==> config.mk <==
export PLATFORM = sky130hd
export DESIGN_NAME = oldland_bus_arbiter
export DESIGN_NICKNAME = d
export VERILOG_FILES = /design/src/rtl/oldland_bus_arbiter_pkg.sv /design/src/rtl/oldland_rr_picker.sv /design/src/rtl/oldland_bus_arbiter.sv
export SDC_FILE = /design/constraint.sdc
export NUM_CORES = 1
export LEC_CHECK = 0
export BUFFER_PORTS_ARGS = -buffer_cell sky130_fd_sc_hd__buf_2
export CAP_MARGIN = 5
export CELL_PAD_IN_SITES_DETAIL_PLACEMENT = 2
export CELL_PAD_IN_SITES_GLOBAL_PLACEMENT = 2
export CORE_MARGIN = 4
export CORE_UTILIZATION = 18
export CTS_CLUSTER_SIZE = 40
export DETAILED_ROUTE_END_ITERATION = 8
export PLACE_DENSITY = 0.91
export SYNTH_ARGS = -nofsm -noshare
export SYNTH_HDL_FRONTEND = slang
export SYNTH_SLANG_ARGS = --single-unit
==> constraint.sdc <==
create_clock -name clk -period 2.1 [get_ports clk]
set_input_delay 0 -clock clk [delete_from_list [all_inputs] [get_ports clk]]
set_output_delay 0 -clock clk [all_outputs]
set_load 0.02 [all_outputs]
==> src/rtl/oldland_bus_arbiter_pkg.sv <==
// Package: oldland_bus_arbiter_pkg
// Shared definitions for the oldland memory bus arbiter:
//   - FSM state encodings for the arbiter controller
//   - clog2_min1(): $clog2 clamped to at least 1 bit, so counters and
//     pointers stay legal vectors for degenerate parameter values
//     (one master, timeout disabled).

package oldland_bus_arbiter_pkg;

   localparam logic [1:0] StIdle    = 2'd0;
   localparam logic [1:0] StBusy    = 2'd1;
   localparam logic [1:0] StRelease = 2'd2;

   function automatic int unsigned clog2_min1(input int unsigned value);
      return (value <= 1) ? 1 : $clog2(value);
   endfunction

endpackage

==> src/rtl/oldland_rr_picker.sv <==
// Module: oldland_rr_picker
// Combinational one-hot request picker.
//   req   in  N      request vector
//   base  in  BaseW  index of the last master served
//   rr_en in  1      1 = search from base+1 (mod N); 0 = lowest index wins
//   gnt   out N      one-hot winner, all zero when nothing requests

module oldland_rr_picker
   import oldland_bus_arbiter_pkg::*;
#(
   parameter int unsigned N     = 2,
   parameter int unsigned BaseW = clog2_min1(N)
) (
   input  logic [N-1:0]     req,
   input  logic [BaseW-1:0] base,
   input  logic             rr_en,
   output logic [N-1:0]     gnt
);

   logic        found;
   int unsigned pos;

   // Walk the candidates in search order; the first requester wins.
   always_comb begin
      gnt   = '0;
      found = 1'b0;
      pos   = 0;
      for (int unsigned o = 0; o < N; o++) begin
         pos = rr_en ? ((32'(base) + 32'd1 + o) % N) : o;
         for (int unsigned j = 0; j < N; j++) begin
            if (!found && (j == pos) && req[j]) begin
               gnt[j] = 1'b1;
               found  = 1'b1;
            end
         end
      end
   end

endmodule

==> src/rtl/oldland_bus_arbiter.sv <==
// Module: oldland_bus_arbiter
// N-master to 1-slave arbiter for the oldland memory bus (access/ack/error
// handshake), with fixed or round-robin arbitration and a per-transaction
// timeout that answers a stuck access with a bus error.
//   clk, rst_n          clock, asynchronous active-low reset
//   m_access/m_addr/m_bytesel/m_wr_en/m_wr_val   packed per-master requests
//   m_data              shared read data, valid with m_ack
//   m_ack, m_error      one-cycle completion / error pulses to the owner
//   s_access/s_addr/s_bytesel/s_wr_en/s_wr_val   muxed slave request
//   s_data, s_ack, s_error                       slave response
//   grant               one-hot current owner, 0 when idle

module oldland_bus_arbiter
   import oldland_bus_arbiter_pkg::*;
#(
   parameter int unsigned NUM_MASTERS    = 2,
   parameter int unsigned ADDR_W         = 30,
   parameter int unsigned DATA_W         = 32,
   parameter int unsigned RR_MODE        = 1,
   parameter int unsigned TIMEOUT_CYCLES = 256
) (
   input  logic                            clk,
   input  logic                            rst_n,
   input  logic [NUM_MASTERS-1:0]          m_access,
   input  logic [NUM_MASTERS*ADDR_W-1:0]   m_addr,
   input  logic [NUM_MASTERS*DATA_W/8-1:0] m_bytesel,
   input  logic [NUM_MASTERS-1:0]          m_wr_en,
   input  logic [NUM_MASTERS*DATA_W-1:0]   m_wr_val,
   output logic [DATA_W-1:0]               m_data,
   output logic [NUM_MASTERS-1:0]          m_ack,
   output logic [NUM_MASTERS-1:0]          m_error,
   output logic                            s_access,
   output logic [ADDR_W-1:0]               s_addr,
   output logic [DATA_W/8-1:0]             s_bytesel,
   output logic                            s_wr_en,
   output logic [DATA_W-1:0]               s_wr_val,
   input  logic [DATA_W-1:0]               s_data,
   input  logic                            s_ack,
   input  logic                            s_error,
   output logic [NUM_MASTERS-1:0]          grant
);

   localparam int unsigned BselW = DATA_W / 8;
   localparam int unsigned PtrW  = clog2_min1(NUM_MASTERS);
   localparam int unsigned CntW  = clog2_min1(TIMEOUT_CYCLES + 1);

   logic [1:0]             state_q, state_d;
   logic [NUM_MASTERS-1:0] grant_q, grant_d;
   logic [NUM_MASTERS-1:0] pick;
   logic [PtrW-1:0]        ptr_q, ptr_d;
   logic [PtrW-1:0]        grant_idx;
   logic [CntW-1:0]        cnt_q, cnt_d;
   logic [DATA_W-1:0]      data_q, data_d;
   logic                   busy, resp, timed_out, done;

   oldland_rr_picker #(
      .N     (NUM_MASTERS),
      .BaseW (PtrW)
   ) u_picker (
      .req   (m_access),
      .base  (ptr_q),
      .rr_en (RR_MODE != 0),
      .gnt   (pick)
   );

   always_comb begin
      grant_idx = '0;
      for (int unsigned i = 0; i < NUM_MASTERS; i++) begin
         if (grant_q[i]) grant_idx = PtrW'(i);
      end
   end

   assign busy = (state_q == StBusy);
   assign resp = busy && (s_ack || s_error);
   // A real response in the last allowed cycle beats the timeout.
   assign timed_out = busy && (TIMEOUT_CYCLES != 0) && !s_ack && !s_error &&
                      (cnt_q == CntW'(TIMEOUT_CYCLES - 1));
   assign done = resp || timed_out;

   // Responses outside BUSY are late answers to a timed-out access: ignored.
   assign s_access = busy;
   assign grant    = grant_q;
   assign m_ack    = (busy && s_ack && !s_error) ? grant_q : '0;
   assign m_error  = ((busy && s_error) || timed_out) ? grant_q : '0;

   // Read data passes straight through on the ack cycle; the register only
   // holds the last value for the cycles in between.
   assign data_d = (busy && s_ack) ? s_data : data_q;
   assign m_data = data_d;

   // AND-OR field mux; grant_q is one-hot or zero, so idle fields read as 0.
   always_comb begin
      s_addr    = '0;
      s_bytesel = '0;
      s_wr_en   = 1'b0;
      s_wr_val  = '0;
      for (int unsigned i = 0; i < NUM_MASTERS; i++) begin
         if (grant_q[i]) begin
            s_addr    = s_addr | m_addr[i*ADDR_W +: ADDR_W];
            s_bytesel = s_bytesel | m_bytesel[i*BselW +: BselW];
            s_wr_en   = s_wr_en | m_wr_en[i];
            s_wr_val  = s_wr_val | m_wr_val[i*DATA_W +: DATA_W];
         end
      end
   end

   always_comb begin
      state_d = state_q;
      grant_d = grant_q;
      ptr_d   = ptr_q;
      cnt_d   = cnt_q;
      case (state_q)
         // RELEASE already shows s_access=0/grant=0 for one cycle, so it may
         // arbitrate the next request itself: back-to-back costs one bubble.
         StIdle, StRelease: begin
            grant_d = '0;
            cnt_d   = '0;
            state_d = StIdle;
            if (|m_access) begin
               grant_d = pick;
               state_d = StBusy;
            end
         end
         StBusy: begin
            if (done) begin
               state_d = StRelease;
               grant_d = '0;
               ptr_d   = grant_idx;
               cnt_d   = '0;
            end else begin
               cnt_d = cnt_q + 1'b1;
            end
         end
         default: begin
            state_d = StIdle;
            grant_d = '0;
            cnt_d   = '0;
         end
      endcase
   end

   always_ff @(posedge clk or negedge rst_n) begin
      if (!rst_n) begin
         state_q <= StIdle;
         grant_q <= '0;
         ptr_q   <= PtrW'(NUM_MASTERS - 1);
         cnt_q   <= '0;
         data_q  <= '0;
      end else begin
         state_q <= state_d;
         grant_q <= grant_d;
         ptr_q   <= ptr_d;
         cnt_q   <= cnt_d;
         data_q  <= data_d;
      end
   end

endmodule
== Word-level counts from Yosys, hierarchy flattened ==
Index checks and enable logic that the tools add are counted.

* $add $sub $neg: 3
* Equal/unequal tests: 4
* Muxes and demuxes: 26
* Bitwise operators: 4
* Reduce and logical (&&, ||, !) cells: 28

{| class="wikitable"
|+ Operator list
! operator !! count
|-
| $mux 32 || 3
|-
| $logic_not 32->1 || 2
|-
| $mux 30 || 2
|-
| $or 32x32->32 || 1
|-
| $or 30x30->30 || 1
|-
| $mux 9 || 2
|-
| $logic_and 1x1->1 || 14
|-
| $mux 1 || 10
|-
| $mux 2 || 5
|-
| $add 9x1->9 const B || 1
|-
| $eq 9x8->1 const B || 1
|-
| $mux 4 || 2
|-
| $pmux 2 s2 || 2
|-
| $logic_not 1->1 || 5
|-
| $or 4x4->4 || 1
|-
| $reduce_or 2->1 || 2
|-
| $logic_or 1x1->1 || 3
|-
| $add 1x1->1 const B || 2
|-
| $eq 2x1->1 const B || 1
|-
| $eq 2x2->1 const B || 1
|-
| $logic_not 2->1 || 1
|-
| $ne 2x1->1 const B || 1
|-
| $reduce_and 2->1 || 1
|-
| $or 1x1->1 || 1
|}

* Register bits: 46
* Output and inout bits: 106
* Logic and storage cells: 70

== Logic depth before layout (Yosys ltp) ==
Gate-level depths: netlist (run 1).

* Depth in word-level cells: 18
* Mapped depth: 8
* Gate-level depth less buffers: 7

== Cells and area by module ==
A second synthesis (run 1) with hierarchy kept.

* Cells, all modules: 221
* Area total of the unflattened synthesis: 2643.8 sq um

{| class="wikitable"
|+ Modules (own cells, without submodules)
! module !! times used !! cells each !! area an instance (sq um) !! seq. area each (sq um)
|-
| oldland_bus_arbiter || 1 || 217 || 2613.8 || 1152.4
|-
| oldland_rr_picker || 1 || 4 || 30.0 || 0.0
|}

== Worst setup path after synthesis (run 1) ==
OpenSTA, ideal clock, no wires.

* Path kind: reg2reg
* From: register cnt_q[0]
* To: register ptr_q
* Data arrival time: 1.602 ns
* Required time: 2.015 ns
* Setup slack: 0.413 ns
* Cell stages (with the launch flop): 8
* Path buffers: 0
* Clock period less this slack: 1.687 ns
* Cell sequence: dfrtp_1 -> ha_1 -> nand3_1 -> nor3_1 -> ha_1 -> nor3_1 -> nor2b_1 -> mux2_1

* Longest elaborated chain between the ends: 4

{| class="wikitable"
|+ RTL lines
! what !! RTL line !! source
|-
| from (decl) || oldland_bus_arbiter.sv:52 || <nowiki>logic [CntW-1:0] cnt_q, cnt_d;</nowiki>
|-
| from (signal assigned) || oldland_bus_arbiter.sv:153 || <nowiki>cnt_q <= cnt_d;</nowiki>
|-
| $eq 9x8->1 || oldland_bus_arbiter.sv:77 || <nowiki>(cnt_q == CntW'(TIMEOUT_CYCLES - 1));</nowiki>
|-
| $logic_and 1x1->1 || oldland_bus_arbiter.sv:76 || <nowiki>assign timed_out = busy && (TIMEOUT_CYCLES != 0) && !s_ack && !s_error &&</nowiki>
|-
| $logic_or 1x1->1 || oldland_bus_arbiter.sv:78 || <nowiki>assign done = resp || timed_out;</nowiki>
|-
| $reduce_and 2->1 (no source line) || n/a ||
|-
| to (signal assigned) || oldland_bus_arbiter.sv:146 || <nowiki>ptr_q <= PtrW'(NUM_MASTERS - 1);</nowiki>
|-
| to (signal assigned) || oldland_bus_arbiter.sv:152 || <nowiki>ptr_q <= ptr_d;</nowiki>
|-
| to (decl) || oldland_bus_arbiter.sv:50 || <nowiki>logic [PtrW-1:0] ptr_q, ptr_d;</nowiki>
|}

Every way passes these cells.
A chain may end at the register's enable or synchronous reset.

== Worst setup path in the final report (run 1) ==
* From: register cnt_q[1]
* To: output port m_error[0]

* Longest elaborated chain between the ends: 4

{| class="wikitable"
|+ RTL lines
! what !! RTL line !! source
|-
| $eq 9x8->1 || oldland_bus_arbiter.sv:77 ||
|-
| $logic_and 1x1->1 || oldland_bus_arbiter.sv:76 ||
|-
| $logic_or 1x1->1 || oldland_bus_arbiter.sv:84 || <nowiki>assign m_error = ((busy && s_error) || timed_out) ? grant_q : '0;</nowiki>
|-
| $mux 2 || oldland_bus_arbiter.sv:84 ||
|-
| to (decl) || oldland_bus_arbiter.sv:31 || <nowiki>output logic [NUM_MASTERS-1:0] m_error,</nowiki>
|}

Every way passes these cells.

==> results of run 1 <==
cell families after synthesis:
logic type                 after synthesis  synth area share
AOI/OAI and AO/OA                       77             0.243
buffers and inverters                   25            0.0501
and+or+nand+nor                         33            0.0668
xor gates and xnor gates                 3            0.0100
adders and majority gates                2           0.00954
DFF                                     46             0.439
muxes                                   33             0.182
routing by layer:
layer  part of all wire  vias to the layer above
li1                   -                     1433
met1               0.36                     1532
met2               0.53                      174
met3              0.092                        9
met4              0.011                        0
met5                  0                        -
per-stage QoR:
stage | power [mW] | setup slack [ps] | util
after floorplan | 3.14 | 413 | -
after global placement | 4.01 | 189 | 0.293
after detailed placement | 4.11 | 22.3 | 0.293
after CTS | 5.01 | 4.28 | 0.329
after global routing | 5.32 | -55.9 | 0.331
final | 5.07 | 60.6 | 0.331
power groups by stage:
stage | logic (mW) | clock network [mW] | registers (mW)
floorplan | 1.84 | 0 | 1.30
global route | 3.00 | 0.873 | 1.45
CTS | 2.81 | 0.830 | 1.37
global placement | 2.65 | 0 | 1.36
detailed placement | 2.73 | 0 | 1.37
finish | 2.85 | 0.812 | 1.41
synthesized netlist by cell type (all sizes together) (4+ instances only):
cell type and number:
a22o 67, dfrtp 45, mux2 33, buf 11, clkbuf 11, nor2 7, o21ai 7, nand2 6
nand3 4, nor3 4
sequential cells by signal (all words and copies together), names as in the netlist:
name and count:
ptr_q 1, grant 2, cnt_q 9, state_q 2, data_q 32
timing repair:
item                       4_1_cts  5_1_grt
pin swaps                        0        1
buffers inserted                 1        1
resized for setup                2        8
setup endpoints to repair        6       21
hold endpoints to repair        78        0
cloned                           0        0
hold buffers                    34        0
area by class of cell:
class	instances	area [um2]	area share
Antenna cell	1	2.50	0.000536
Multi-Input combinational cell	148	1370	0.293
Tap cell	180	225	0.0482
Sequential cell	46	1150	0.247
Clock inverter	1	5.00	0.00107
Timing Repair Buffer	315	1760	0.377
Clock buffer	7	143	0.0305
Inverter	3	11.3	0.00241
worst paths after layout:
path,start,to,slack (ps),cells after the start
max,cnt_q[1],m_error[0],60,8
min,m_access[1],state_q[0],40,3
max reg2reg,cnt_q[1],cnt_q[0],190,7
min reg2reg,data_q[23],data_q[23],500,1
max in group asynchronous,rst_n,grant[0],920,2
min in group asynchronous,rst_n,data_q[2],480,2
worst reg2reg max path: cells and delay by family (launching register included):
| kind | cells | cell delay (ps) |
|---|---|---|
| adder cells (fa/ha/maj) | 2 | 400 |
| AND/OR/NAND/NOR | 5 | 1000 |
| flip-flops | 1 | 420 |
==> flow_summary.ini, run 1 <==
[status]
status = finished, final reports clean

[final_layout]
final_common_cell = buf_2
final_cell_mix = buf_2, a22o_1, dfrtp_1
fin_area_um2 = 4670
fill_cells = 1558
nNetsFinal = 693
areaGrowthSynthToFinish_pct = 78.1
fin_cells = 701
drive_gt1_frac = 0.635

[synthesis]
synthArstFlopShare = 1.00
synth-edff-count = 0
yosysSeqAreaShare = 0.439
ys_seq_elements = 46
synth_area_per_cell_um2 = 12.0
syn_inst = 219
synthFlopType = dfrtp_1
yosys.area.top_type = dfrtp_1
netlist_top_cells_area = dfrtp_1, a22o_1, mux2_4, mux2_2, clkbuf_1
yosysWarnings = 0
synthDistinctLibCells = 28
synth_nets = 393
synth_top_area_share = 0.429
syn_area_um2 = 2620

[sta]
finalSetupViolations = 0
hold_ws_ps = 35.1
fin_crit_ps = 2040
rsz0062_at_grt = yes
finClkSkew_ps = 6.37
slew_headroom = 0.308
fmax_mhz = 490
worst_pin_slew_ps = 1040
fin_crit_sh = 0.971
finalHoldViolCount = 0
drv_slew = 0
finalSetupTns_ps = 0

[route]
drc = 0
detail_route.first_pass.iterations = 4
first_iter_violations = 57
routed_via_density = 4.49
drt_wl_total_mm = 14.9
num_vias = 3148
antenna_left = 0
wire_per_inst_um = 21.2

[worst_setup_path]
crit_fanout = 4
crit_path_start_kind = flip-flop
critPathSlowestCell = dfrtp_1
endpoint_kind = primary output
crit_top_cell = ha_2
cp.required_ps = 2100
crit_type = flip-flop to primary output
cpLargestDelayFamily = simple AND/OR/NAND/NOR gates
cpPeakStageDelay_ps = 410
cp_cell_sequence = ha_2 -> nand3_2 -> nor3_2 -> ha_2 -> nor2b_2 -> o21ai_1 -> nor2_1 -> buf_4
arrival_ps = 2040
crit_buf_inv = 1

[power_and_ir_drop]
power_frac_seq = 0.277
peakVddDrop_mv = 0.552
p_comb_frac = 0.562
power_leakage_nw = 2.57
pwr-share-clk = 0.160
power.density_nw_per_um2 = 1080
switchingPower_mw = 2.20
swShare = 0.434
p_int_mw = 2.87

[clocking]
worstSkewPairLatency_ps = 290
clock_sinks = 46
htreeDepth = 2
cts-root-buf = clkbuf_16
cts_made_buffers = 5
cts_buffer_depth = 2
clk_pin_slew_ps = 70
tritoncts = done

[global_routing]
use_met2 = 0.311
grt_usage = 0.163
antenna_found_initial = 0
first_global_vias = 3521
overflow = 0
busiest_layer = met2
grt_start_max_net_pins = 69
gr-usage-met1 = 0.175
met3_usage = 0.0490
grt_pass1_wl_mm = 21.0

[floorplanning]
start_util = 0.186
die_y_um = 129
fp-row-count = 43
ios = 278
die_x_um = 129
die-area_um2 = 16600
core-area_um2 = 14100

[place]
gp_congestion = 0.880
hpwl_mm = 10.8
dpl_cell_area_um2 = 4130
io_buffers = 277
numPlacedInstances = 656

[min_path]
min_path_type = input pin to flip-flop

[job]
drv_cap = 0
Note: power is estimated with default switching activity, not from simulation.
==> run 2: changes to the inputs <==
- CORE_UTILIZATION: 18 -> 16
- PLACE_DENSITY: 0.91 -> 0.86
- clock period: 2.1 -> 1.8 ns (I/O delays scaled with it)
==> flow_summary.ini, run 2 (same netlist as run 1, synthesis figures left out) <==
[power_and_ir_drop]
power.density_nw_per_um2 = 1250
swShare = 0.420
p_comb_frac = 0.567
pwr-share-clk = 0.175
power_leakage_nw = 2.68
power_frac_seq = 0.258
total_power_mw = 6.19
switchingPower_mw = 2.60
p_int_mw = 3.59
peakVddDrop_mv = 0.637

[sta]
finClkSkew_ps = 7.12
fin_crit_sh = 1.03
finalHoldViolCount = 1
fmax_mhz = 538
drv_slew = 0
rsz0062_at_grt = yes
slew_headroom = 0.454
finalSetupViolations = 2
worst_pin_slew_ps = 819
fin_crit_ps = 1860
hold_ws_ps = -0.293
fin_ws_ps = -59.9

[place]
numPlacedInstances = 700
dp_slack_ps = -27.3
hpwl_mm = 12.3
gp_congestion = 0.802
io_buffers = 277

[floorplanning]
fp-row-count = 46
ios = 278
die-area_um2 = 18500
die_y_um = 136
core-area_um2 = 16000
start_util = 0.164
die_x_um = 136

[worst_setup_path]
cp_cell_sequence = ha_4 -> nand3_4 -> nor3_2 -> ha_2 -> nor2b_4 -> o21ai_4 -> nor2_4 -> buf_6
reg2reg_depth = 7
r2r-end = ptr_q
reg2reg_setup_slack_ps = 100
cp.required_ps = 1800
critPathSlowestCell = dfrtp_1
endpoint = m_error[0]
startpoint = cnt_q[1]
endpoint_kind = primary output
cpPeakStageDelay_ps = 410
arrival_ps = 1860
crit_fanout = 2
crit_type = flip-flop to primary output
r2r-start = cnt_q[1]
crit_path_start_kind = flip-flop

[route]
wire_per_inst_um = 22.1
num_vias = 3269
routed_via_density = 4.36
drt_wl_total_mm = 16.6
detail_route.first_pass.iterations = 4
first_iter_violations = 104
drc = 0
antenna_left = 0

[status]
violations = negative hold slack, negative setup slack
status = complete, but fails checks

[clocking]
clk_pin_slew_ps = 60
worstSkewPairLatency_ps = 290
cts-root-buf = clkbuf_16
tritoncts = done
cts_made_buffers = 5
cts_buffer_depth = 2
htreeDepth = 2
clock_sinks = 46

[final_layout]
largest_register_ffs = 32
final_common_cell = buf_2
reg_top3 = data_q (32), cnt_q (9)
areaGrowthSynthToFinish_pct = 88.8
nNetsFinal = 707
drive_gt1_frac = 0.655
final_cell_mix = buf_2, a22o_1, dfrtp_1
fin_cells = 750
top_register = data_q

[global_routing]
met3_usage = 0.0429
grt_usage = 0.164
overflow = 0
grt_start_max_net_pins = 69
antenna_found_initial = 3
grt_pass1_wl_mm = 23.1
use_met2 = 0.323
gr-usage-met1 = 0.174
first_global_vias = 3760
busiest_layer = met2

[min_path]
min_path_type = input pin to flip-flop

[job]
drv_cap = 0
[run 2: cell types whose count changed in the layout (fill, tap and decap cells not counted), sizes merged]
cell / previous run / this run
clkinv: 1 / 0
dlygate4sd3: 34 / 33
buf: 281 / 295
bufinv: 0 / 1
[run 2: worst min-delay path by stage]
stage | start | end | slack [ps] | cells after the start
finish | m_access[1] | grant[1] | -0.3 | 3
global route | s_data[20] | data_q[20] | 5 | 2
CTS | s_data[20] | data_q[20] | 2 | 2
detailed placement | rst_n | data_q[2] | 150 | 1
global placement | rst_n | data_q[2] | 130 | 1
floorplan | rst_n | cnt_q[0] | -300 | 0
[run 2: layer usage]
| layer | routed length, um | vias to the layer above |
|---|---|---|
| li1 | - | 1463 |
| met1 | 5900 | 1606 |
| met2 | 9050 | 180 |
| met3 | 1430 | 16 |
| met4 | 161 | 4 |
| met5 | 27 | - |
[run 2: power by group through the flow]
stage	clock, mW	combinational, mW	sequential, mW
6_report	1.08	3.51	1.60
5_1_grt	1.13	3.72	1.64
4_1_cts	1.09	3.43	1.58
3_5_place_dp	0	3.34	1.59
3_3_place_gp	0	3.24	1.57
2_1_floorplan	0	2.14	1.52
[run 2: final cells by class]
cell class | count | area [um2]
clock buffer | 6 | 139
timing repair buffer | 329 | 1940
clock inverter | 1 | 30.0
fill | 1832 | 11000
tap | 216 | 270
sequential | 46 | 1150
antenna | 1 | 2.50
multi-input combinational | 148 | 1410
inverter | 3 | 11.3
[run 2: critical path: cells and delay by family, from the launching register on]
kind / cells / cell delay, ps
AND/OR/NAND/NOR: 4 / 550
flip-flops: 1 / 410
adder cells (fa/ha/maj): 2 / 400
buffers and inverters: 1 / 140
AO/OA/AOI/OAI: 1 / 80
[run 2: metrics by stage]
stage | TNS [ps] | hold WS (ps) | util | instance area, um2
2_1_floorplan | 0 | -296 | - | 2620
3_3_place_gp | 0 | 134 | 0.268 | 4290
3_5_place_dp | -52.5 | 148 | 0.268 | 4290
4_1_cts | -70.0 | 1.71 | 0.303 | 4850
5_1_grt | -390 | 5.10 | 0.310 | 4950
6_report | -98.7 | -0.293 | 0.310 | 4950
[run 2: what timing repair did]
item                                   in CTS  in global routing
cloned                                      0                  1
buffers inserted                            4                  4
setup endpoints to repair                  35                 47
endpoints found under the hold margin      67                  0
hold buffers                               33                  0
pin swaps                                   4                  3
resized for setup                          10                 10
==> run 3: changes to the inputs <==
--- a/constraint.sdc
+++ b/constraint.sdc
@@ -3,2 +3,2 @@
 set_output_delay 0 -clock clk [all_outputs]
-set_load 0.02 [all_outputs]
+set_load 0.1 [all_outputs]
==> flow_summary.ini, run 3 (same netlist as run 1, synthesis figures left out) <==
[status]
status = complete, but fails checks
violations = negative setup slack

[min_path]
holdPathStages = 2
min_from = s_data[24]
min_path_type = input pin to flip-flop
hold_path_end = data_q[24]

[clocking]
clock_sinks = 46
clk_pin_slew_ps = 70
cts_made_buffers = 5
htreeDepth = 2
tritoncts = done
cts-root-buf = clkbuf_16
cts_buffer_depth = 2
worstSkewPairLatency_ps = 300

[worst_setup_path]
cp.required_ps = 1800
crit_type = flip-flop to primary output
reg2reg_depth = 9
crit_fanout = 2
r2r-end = grant[0]
r2r-start = cnt_q[1]
crit_path_start_kind = flip-flop
endpoint_kind = primary output
arrival_ps = 1970
reg2reg_setup_slack_ps = -110

[final_layout]
final_cell_mix = buf_2, buf_12, a22o_2
final_common_cell = buf_2
top_register = data_q
reg_top3 = data_q (32), cnt_q (9)
nNetsFinal = 707
drive_gt1_frac = 0.801
fill_cells = 1666
fin_area_um2 = 6600
diodes = 0
areaGrowthSynthToFinish_pct = 152
largest_register_ffs = 32
fin_cells = 750

[floorplanning]
die-area_um2 = 18500
start_util = 0.164
ios = 278
core-area_um2 = 16000
die_x_um = 136
fp-row-count = 46
die_y_um = 136

[global_routing]
antenna_found_initial = 0
first_global_vias = 3918
overflow = 0
grt_pass1_wl_mm = 26.5
grt_start_max_net_pins = 51
grt_usage = 0.193

[route]
drt_wl_total_mm = 18.7
first_iter_violations = 59
routed_via_density = 4.37
detail_route.first_pass.iterations = 4
drc = 0
num_vias = 3276
antenna_left = 0
wire_per_inst_um = 24.9

[power_and_ir_drop]
switchingPower_mw = 7.38
power.density_nw_per_um2 = 1960
power_frac_seq = 0.130
pwr-share-clk = 0.076
swShare = 0.570
total_power_mw = 13.0
peakVddDrop_mv = 1.40
p_comb_frac = 0.795
power_leakage_nw = 3.17
p_int_mw = 5.58

[job]
drv_cap = 0

[sta]
fin_crit_ps = 1970
finalHoldViolCount = 0
fmax_mhz = 507
fin_crit_sh = 1.10
worst_pin_slew_ps = 536
finClkSkew_ps = 5.82
rsz0062_at_grt = yes
slew_headroom = 0.643
fin_ws_ps = -173
drv_slew = 0
finalSetupViolations = 44

[place]
io_buffers = 277
hpwl_mm = 13.5
numPlacedInstances = 703
gp_congestion = 0.776
dpl_cell_area_um2 = 5890
-- run 3: cell types whose count changed in the layout (fill, tap and decap cells not counted), sizes merged --
cell	change
buf	+5
bufinv	-1
clkbuf	-1
clkinv	+1
clkinvlp	+1
diode	-1
dlygate4sd3	-4
-- run 3: how the worst max path moves through the flow --
stage / startpoint / endpoint / slack, ps
floorplan: grant[0] / m_ack[0] / -80
global placement: cnt_q[0] / ptr_q / 130
detailed placement: cnt_q[0] / grant[1] / -260
CTS: cnt_q[1] / m_error[0] / -150
global route: cnt_q[1] / m_error[0] / -220
finish: cnt_q[1] / m_error[0] / -170
-- run 3: through the flow --
| step | hold slack (ps) | utilization | TNS [ps] | setup slack (ps) |
|---|---|---|---|---|
| floorplan | -296 | - | -78.7 | -76.8 |
| global placement | -10.7 | 0.368 | 0 | 130 |
| detailed placement | 10.2 | 0.368 | -1300 | -256 |
| CTS | 3.29 | 0.404 | -805 | -152 |
| global route | 1.60 | 0.413 | -5000 | -219 |
| finish | 4.65 | 0.413 | -2680 | -173 |
-- run 3: layout make-up --
type	instances	area, um2	area share
Inverter	3	11.3	0.00171
Timing Repair Buffer	329	3410	0.516
Clock buffer	6	139	0.0210
Clock inverter	2	12.5	0.00189
Multi-Input combinational cell	148	1610	0.243
Tap cell	216	270	0.0409
Sequential cell	46	1160	0.176
-- run 3: repair_timing --
item | 4_1_cts | 5_1_grt
pin swaps | 5 | 7
endpoints found under the setup margin | 43 | 50
hold buffers | 29 | 0
cloned | 1 | 0
resized for setup | 16 | 27
endpoints found under the hold margin | 48 | 0
setup buffers | 6 | 3
-- run 3: critical path: stages (launching register included) --
cell,delay (ps)
dfrtp_1,420
ha_4,170
nand3_4,90
nor3_4,200
ha_4,190
nor2b_4,160
o21ai_4,90
nor2_4,150
buf_12,180
-- run 3: power groups by stage --
stage | clock (mW) | sequential (mW) | combinational (mW)
floorplan | 0 | 1.55 | 6.49
global placement | 0 | 1.60 | 9.93
detailed placement | 0 | 1.64 | 10.1
CTS | 0.969 | 1.64 | 10.2
global route | 1.06 | 1.73 | 10.5
finish | 0.981 | 1.68 | 10.3
-- run 3: routing by layer --
metal	routed length, um	track usage	part of all wire	vias up
met5	0	0	0	-
met4	376	0.0482	0.020	0
met3	1760	0.0581	0.094	25
met2	10000	0.368	0.54	198
met1	6530	0.207	0.35	1597
li1	-	-	-	1456
